## src/rtl/data_bus_pkg.sv

```systemverilog
// data_bus_pkg
//   Shared definitions for the data-bus arbiter slice:
//   - legal data-region base/limit addresses (SRAM0, SRAM1, Control Module, UART1)
//   - sequencer state encoding
//   - wait-counter and requester-index widths
//   - addr_in_region(): address decode check, used only when the
//     DATA_BUS_DECODE_ERR_EN build option is defined
package data_bus_pkg;

  localparam int CNT_W = 4;  // wait counter width, holds 1..15
  localparam int IDX_W = 2;  // requester index width, up to 4 requesters

  localparam logic [31:0] SRAM0_BASE  = 32'h1000_0000;
  localparam logic [31:0] SRAM0_LIMIT = 32'h13FF_FFFF;
  localparam logic [31:0] SRAM1_BASE  = 32'h1400_0000;
  localparam logic [31:0] SRAM1_LIMIT = 32'h17FF_FFFF;
  localparam logic [31:0] CTRL_BASE   = 32'h44E1_0000;
  localparam logic [31:0] CTRL_LIMIT  = 32'h44E1_1FFF;
  localparam logic [31:0] UART1_BASE  = 32'h4802_2000;
  localparam logic [31:0] UART1_LIMIT = 32'h4802_2FFF;

  typedef enum logic [1:0] {
    IDLE   = 2'd0,
    ACCESS = 2'd1,
    DONE   = 2'd2,
    ERROR  = 2'd3
  } state_t;

  function automatic logic addr_in_region(input logic [31:0] a);
    return ((a >= SRAM0_BASE) && (a <= SRAM0_LIMIT)) ||
           ((a >= SRAM1_BASE) && (a <= SRAM1_LIMIT)) ||
           ((a >= CTRL_BASE)  && (a <= CTRL_LIMIT))  ||
           ((a >= UART1_BASE) && (a <= UART1_LIMIT));
  endfunction

endpackage

```

## src/rtl/data_bus_arbiter_rr_arbiter.sv

```systemverilog
// rr_arbiter
//   Purely combinational round-robin selector. The search starts at index
//   ptr and wraps, so the first requester at or after ptr wins.
//   Ports:
//     req     in  NREQ   request levels
//     ptr     in  IDX_W  highest-priority index this round
//     win     out NREQ   one-hot winner (all zero when no request)
//     win_idx out IDX_W  binary index of the winner (0 when no request)
module rr_arbiter
  import data_bus_pkg::*;
#(
  parameter int NREQ = 2
) (
  input  logic [NREQ-1:0]  req,
  input  logic [IDX_W-1:0] ptr,
  output logic [NREQ-1:0]  win,
  output logic [IDX_W-1:0] win_idx
);

  logic found;

  always_comb begin
    win     = '0;
    win_idx = '0;
    found   = 1'b0;
    // Offset o is the priority rank; the inner loop locates the requester
    // sitting at rank o without indexing by a variable.
    for (int o = 0; o < NREQ; o++) begin
      for (int i = 0; i < NREQ; i++) begin
        if (!found && req[i] && (i == ((int'(ptr) + o) % NREQ))) begin
          found   = 1'b1;
          win[i]  = 1'b1;
          win_idx = IDX_W'(i);
        end
      end
    end
  end

endmodule

```

## src/rtl/data_bus_arbiter.sv

```systemverilog
// data_bus_arbiter
//   Round-robin arbiter and access sequencer for the shared data bus
//   (SRAM0, SRAM1, Control Module, UART1 decode). A winner's address and
//   rd/wr qualifiers are latched at grant, the strobes are held for
//   WAIT_CYCLES cycles, then a one-cycle ack (or err for a malformed
//   request) is returned with gnt still high.
//   Build option: DATA_BUS_DECODE_ERR_EN -- when defined, addresses outside
//   the four legal regions take the error path instead of the bus.
//   Ports:
//     clk      in  1        system clock, rising edge
//     nRESET   in  1        asynchronous active-low reset
//     req      in  NREQ     request levels
//     req_addr in  NREQ*32  request addresses, requester i at [32*i+31:32*i]
//     req_rd   in  NREQ     read qualifiers
//     req_wr   in  NREQ     write qualifiers
//     gnt      out NREQ     one-hot grant, held through ack/err
//     ack      out NREQ     one-cycle completion pulse
//     err      out NREQ     one-cycle error pulse (no bus access made)
//     address  out 32       shared bus address
//     read     out 1        shared read strobe
//     write    out 1        shared write strobe
//     busy     out 1        sequencer not in IDLE
module data_bus_arbiter
  import data_bus_pkg::*;
#(
  parameter int NREQ        = 2,
  parameter int WAIT_CYCLES = 2
) (
  input  logic               clk,
  input  logic               nRESET,
  input  logic [NREQ-1:0]    req,
  input  logic [NREQ*32-1:0] req_addr,
  input  logic [NREQ-1:0]    req_rd,
  input  logic [NREQ-1:0]    req_wr,
  output logic [NREQ-1:0]    gnt,
  output logic [NREQ-1:0]    ack,
  output logic [NREQ-1:0]    err,
  output logic [31:0]        address,
  output logic               read,
  output logic               write,
  output logic               busy
);

  state_t            state_reg, state_next;
  logic [NREQ-1:0]   gnt_reg, gnt_next;
  logic [NREQ-1:0]   ack_reg, ack_next;
  logic [NREQ-1:0]   err_reg, err_next;
  logic [31:0]       addr_reg, addr_next;
  logic              read_reg, read_next;
  logic              write_reg, write_next;
  logic              busy_reg, busy_next;
  logic [CNT_W-1:0]  cnt_reg, cnt_next;
  logic [IDX_W-1:0]  ptr_reg, ptr_next;
  logic [IDX_W-1:0]  idx_reg, idx_next;

  logic [NREQ-1:0]   win;
  logic [IDX_W-1:0]  win_idx;
  logic [31:0]       addr_arr [NREQ];
  logic [31:0]       addr_sel;
  logic              win_rd;
  logic              win_wr;
  logic              region_ok;
  logic [IDX_W-1:0]  ptr_adv;

  generate
    for (genvar gi = 0; gi < NREQ; gi++) begin : g_addr_slice
      assign addr_arr[gi] = req_addr[32*gi +: 32];
    end
  endgenerate

  rr_arbiter #(.NREQ(NREQ)) u_rr (
    .req     (req),
    .ptr     (ptr_reg),
    .win     (win),
    .win_idx (win_idx)
  );

  // One-hot AND-OR select of the winner's address and qualifiers.
  always_comb begin
    addr_sel = '0;
    for (int i = 0; i < NREQ; i++) begin
      if (win[i]) addr_sel = addr_arr[i];
    end
  end

  assign win_rd = |(win & req_rd);
  assign win_wr = |(win & req_wr);

`ifdef DATA_BUS_DECODE_ERR_EN
  assign region_ok = addr_in_region(addr_sel);
`else
  assign region_ok = 1'b1;
`endif

  // Pointer moves just past the requester that was served.
  assign ptr_adv = (idx_reg == IDX_W'(NREQ - 1)) ? '0 : idx_reg + 1'b1;

  always_comb begin
    state_next = state_reg;
    gnt_next   = gnt_reg;
    ack_next   = '0;
    err_next   = '0;
    addr_next  = addr_reg;
    read_next  = read_reg;
    write_next = write_reg;
    cnt_next   = cnt_reg;
    ptr_next   = ptr_reg;
    idx_next   = idx_reg;

    case (state_reg)
      IDLE: begin
        // gnt from the previous transaction is held through its ack/err
        // cycle and released (or replaced) here.
        gnt_next = '0;
        if (|req) begin
          gnt_next  = win;
          idx_next  = win_idx;
          addr_next = addr_sel;
          cnt_next  = CNT_W'(WAIT_CYCLES);
          if ((win_rd ^ win_wr) && region_ok) begin
            read_next  = win_rd;
            write_next = win_wr;
            state_next = ACCESS;
          end else begin
            state_next = ERROR;
          end
        end
      end
      ACCESS: begin
        if (cnt_reg <= CNT_W'(1)) begin
          read_next  = 1'b0;
          write_next = 1'b0;
          state_next = DONE;
        end else begin
          cnt_next = cnt_reg - 1'b1;
        end
      end
      DONE: begin
        ack_next   = gnt_reg;
        ptr_next   = ptr_adv;
        state_next = IDLE;
      end
      ERROR: begin
        err_next   = gnt_reg;
        ptr_next   = ptr_adv;
        state_next = IDLE;
      end
      default: state_next = IDLE;
    endcase

    busy_next = (state_next != IDLE);
  end

  always_ff @(posedge clk or negedge nRESET) begin
    if (!nRESET) begin
      state_reg <= IDLE;
      gnt_reg   <= '0;
      ack_reg   <= '0;
      err_reg   <= '0;
      addr_reg  <= 32'h0000_0000;
      read_reg  <= 1'b0;
      write_reg <= 1'b0;
      busy_reg  <= 1'b0;
      cnt_reg   <= '0;
      ptr_reg   <= '0;
      idx_reg   <= '0;
    end else begin
      state_reg <= state_next;
      gnt_reg   <= gnt_next;
      ack_reg   <= ack_next;
      err_reg   <= err_next;
      addr_reg  <= addr_next;
      read_reg  <= read_next;
      write_reg <= write_next;
      busy_reg  <= busy_next;
      cnt_reg   <= cnt_next;
      ptr_reg   <= ptr_next;
      idx_reg   <= idx_next;
    end
  end

  assign gnt     = gnt_reg;
  assign ack     = ack_reg;
  assign err     = err_reg;
  assign address = addr_reg;
  assign read    = read_reg;
  assign write   = write_reg;
  assign busy    = busy_reg;

endmodule

```

## config.mk

```make
export PLATFORM = sky130hd
export DESIGN_NAME = data_bus_arbiter
export DESIGN_NICKNAME = d
export VERILOG_FILES = /design/src/rtl/data_bus_pkg.sv /design/src/rtl/data_bus_arbiter_rr_arbiter.sv /design/src/rtl/data_bus_arbiter.sv
export SDC_FILE = /design/constraint.sdc
export NUM_CORES = 1
export LEC_CHECK = 0
export CORE_UTILIZATION = 43
export CTS_BUF_LIST = sky130_fd_sc_hd__clkbuf_8
export CTS_CLUSTER_DIAMETER = 120
export CTS_CLUSTER_SIZE = 40
export DETAILED_ROUTE_END_ITERATION = 8
export PLACE_DENSITY = 0.8
export SYNTH_ARGS = -nofsm -noshare
export SYNTH_HDL_FRONTEND = slang
export SYNTH_HIERARCHICAL = 1
export SYNTH_SLANG_ARGS = --single-unit
```

## constraint.sdc

```tcl
create_clock -name clk -period 2.3 [get_ports clk]
set_clock_uncertainty 0.2 [all_clocks]
set_input_delay 0.46 -clock clk [delete_from_list [all_inputs] [get_ports clk]]
set_output_delay 0.46 -clock clk [all_outputs]
set_load 0.05 [all_outputs]
```

==> results of run 1 <==
-- per-stage QoR --
stage | cell area (um^2) | utilization (%) | hold WS [ps] | TNS [ps]
finish | 3756 | 71.72 | 271.1 | 0
global route | 3756 | 71.72 | 278.2 | 0
CTS | 3756 | 71.72 | 275.6 | 0
detailed placement | 3660 | 69.88 | 255.5 | -16.92
global placement | 3660 | 69.88 | 242.2 | 0
floorplan | 2407 | - | -35.59 | 0
-- final timing paths --
path / start / endpoint / slack [ps] / cells after the start
setup / recovery: gnt[1] / gnt[1] / 130 / 1
min in group asynchronous: nRESET / address[10] / 470 / 2
hold reg to reg: idx_reg[0] / ptr_reg[0] / 270 / 1
max in group asynchronous: nRESET / ptr_reg[0] / 890 / 3
hold / removal: idx_reg[0] / ptr_reg[0] / 270 / 1
setup reg to reg: state_reg[1] / read / 440 / 4
-- metal layers --
metal,share of wire (%),wire length [um]
met1,40,2366
met2,49,2910
met3,9.3,549
met4,1.2,68
met5,0,0
-- layout by cell type (no fill, tap or decap), drive strengths merged --
| cell | count |
|---|---|
| clkdlybuf4s50 | 111 |
| nor2 | 70 |
| dfrtp | 49 |
| a221oi | 32 |
| buf | 11 |
| nand2 | 8 |
| o21ai | 7 |
| clkbuf | 6 |
| inv | 5 |
| mux2i | 3 |
| and3 | 3 |
| a21boi | 3 |
| nand3b | 2 |
| or2 | 2 |
| and3b | 2 |
| a22o | 2 |
| a22oi | 2 |
| xor2 | 2 |
| ha | 2 |
| nor3 | 2 |
| and2b | 1 |
| a21oi | 1 |
| nand4 | 1 |
| a21o | 1 |
| o31ai | 1 |
| or2b | 1 |
| nor2b | 1 |
| o311ai | 1 |
| nand3 | 1 |
| dlygate4sd3 | 1 |
-- report_power, final --
group	switching, mW	internal, mW	total (mW)
registers	0.242	1.27	1.51
logic	2.13	1.25	3.38
clock network	0.260	0.235	0.494
total	2.63	2.75	5.38
-- layout make-up --
class / instances / share of cell area, %
timing repair buffer: 123 / 33.64
inverter: 4 / 0.3997
multi-input combinational: 151 / 28.68
sequential: 49 / 32.65
clock inverter: 1 / 0.09993
clock buffer: 6 / 2.199
tap: 70 / 2.332
-- what timing repair did --
| item | in CTS | in global routing |
|---|---|---|
| hold buffers | 1 | 0 |
| resized for setup | 0 | 0 |
| endpoints found under the hold margin | 22 | 0 |
==> flow_summary.yaml, run 1 <==
sta:
  setup_ws_ps: 135.0
  setup_violations: 0
  worst_slew_pin_slew_ps: 546.1
  final-max-slew-violation-count: 0
  fmax_mhz: 461.9
  rsz0062_at_grt: "no"
  finalCritPeriodShare_pct: 94.13
  fin_crit_ps: 2165
  slew_headroom_pct: 63.48
  hold_violations: 0
final_layout:
  largest_reg_flops: 32
  multi_input_area_um2: 1077
  area_growth_pct: 56.03
  drive_above_1_share_pct: 17.07
  filler_cell_count: 397
  diodes: 0
  layout.nets: 408
  fin_cells: 404
  register_area_um2: 1226
placement:
  placed_cells: 396
  place_ws_ps: -6.861
  dp_hpwl_um: 4433
  routabilityCongestion: 0.7548
  io_buffers: 112
setup_path:
  path_cells: "clkdlybuf4s50_1"
  path_class: "flop to output pin"
  max_stage_delay_ps: 820
  path_buf_inv: 1
  crit_required_ps: 1640
  crit_arrival_ps: 1510
  critPathMaxFanout: 4
  cp-end-kind: "output pin"
  cp_top_family: "buffers and inverters"
  slowest_stage: "clkdlybuf4s50_1"
  critPathLaunchType: "flop"
cts:
  clock-root-buffer: "clkbuf_8"
  cts_tree: "done"
  cts_setup_buffers: 0
  numCtsBuffers: 5
  htree_levels: 2
  clock_sinks: 49
  clock_latency_ps: 290
  clkTransAtPathRegs_ps: 90
  cts_max_path_buffers: 2
die:
  dieArea_um2: 5901
  row_count: 26
  ios: 113
  die_w_um: 76.82
  initial_core_util_pct: 45.96
  die_y_um: 76.82
  coreArea_um2: 5238
synth:
  avgSynthCellArea_um2: 10.89
  syn_area_um2: 2407
  synth_warnings: 6
  synth_nets: 295
  syn_inst: 221
routing:
  num_vias: 2081
  wl_per_cell_um: 14.59
  routed_wl_um: 5894
  ant_nets: 0
  viasPerCell: 5.151
  drc: 0
  firstDrtPassIters: 4
  drtIter0Drc: 97
global_routing:
  grt_pass1_wl_um: 9666
  top_usage_layer: "met2"
  grt_max_degree: 32
  grt_util_met3_pct: 7.738
  antenna_found_initial: 0
  grt_pass1_vias: 2035
  groute.layer.met2.usage_pct: 34.38
  grt_use_total_pct: 20.89
  grtUsageMet1_pct: 25.60
  grt_overflow: 0
power:
  powerDensity_nw_per_um2: 1433
  fin_total_pwr_mw: 5.382
  peakVddDrop_mv: 0.8436
  p_leak_nw: 1.595
run:
  maxCapViolations: 0
worst_hold_path:
  hp-class: "flop to flop"
status:
  status: "complete, no violations"
No activity file was read; power rests on OpenSTA's default activity.
==> run 2, diff against run 1 <==
--- a/config.mk
+++ b/config.mk
@@ -11,6 +11,7 @@
 export CTS_CLUSTER_SIZE = 40
 export DETAILED_ROUTE_END_ITERATION = 8
 export PLACE_DENSITY = 0.8
+export SETUP_SLACK_MARGIN = 0.05
 export SYNTH_ARGS = -nofsm -noshare
 export SYNTH_HDL_FRONTEND = slang
 export SYNTH_HIERARCHICAL = 1
==> results of run 2 <==
No change in the layout: final DEF, timing and power equal those of run 1.
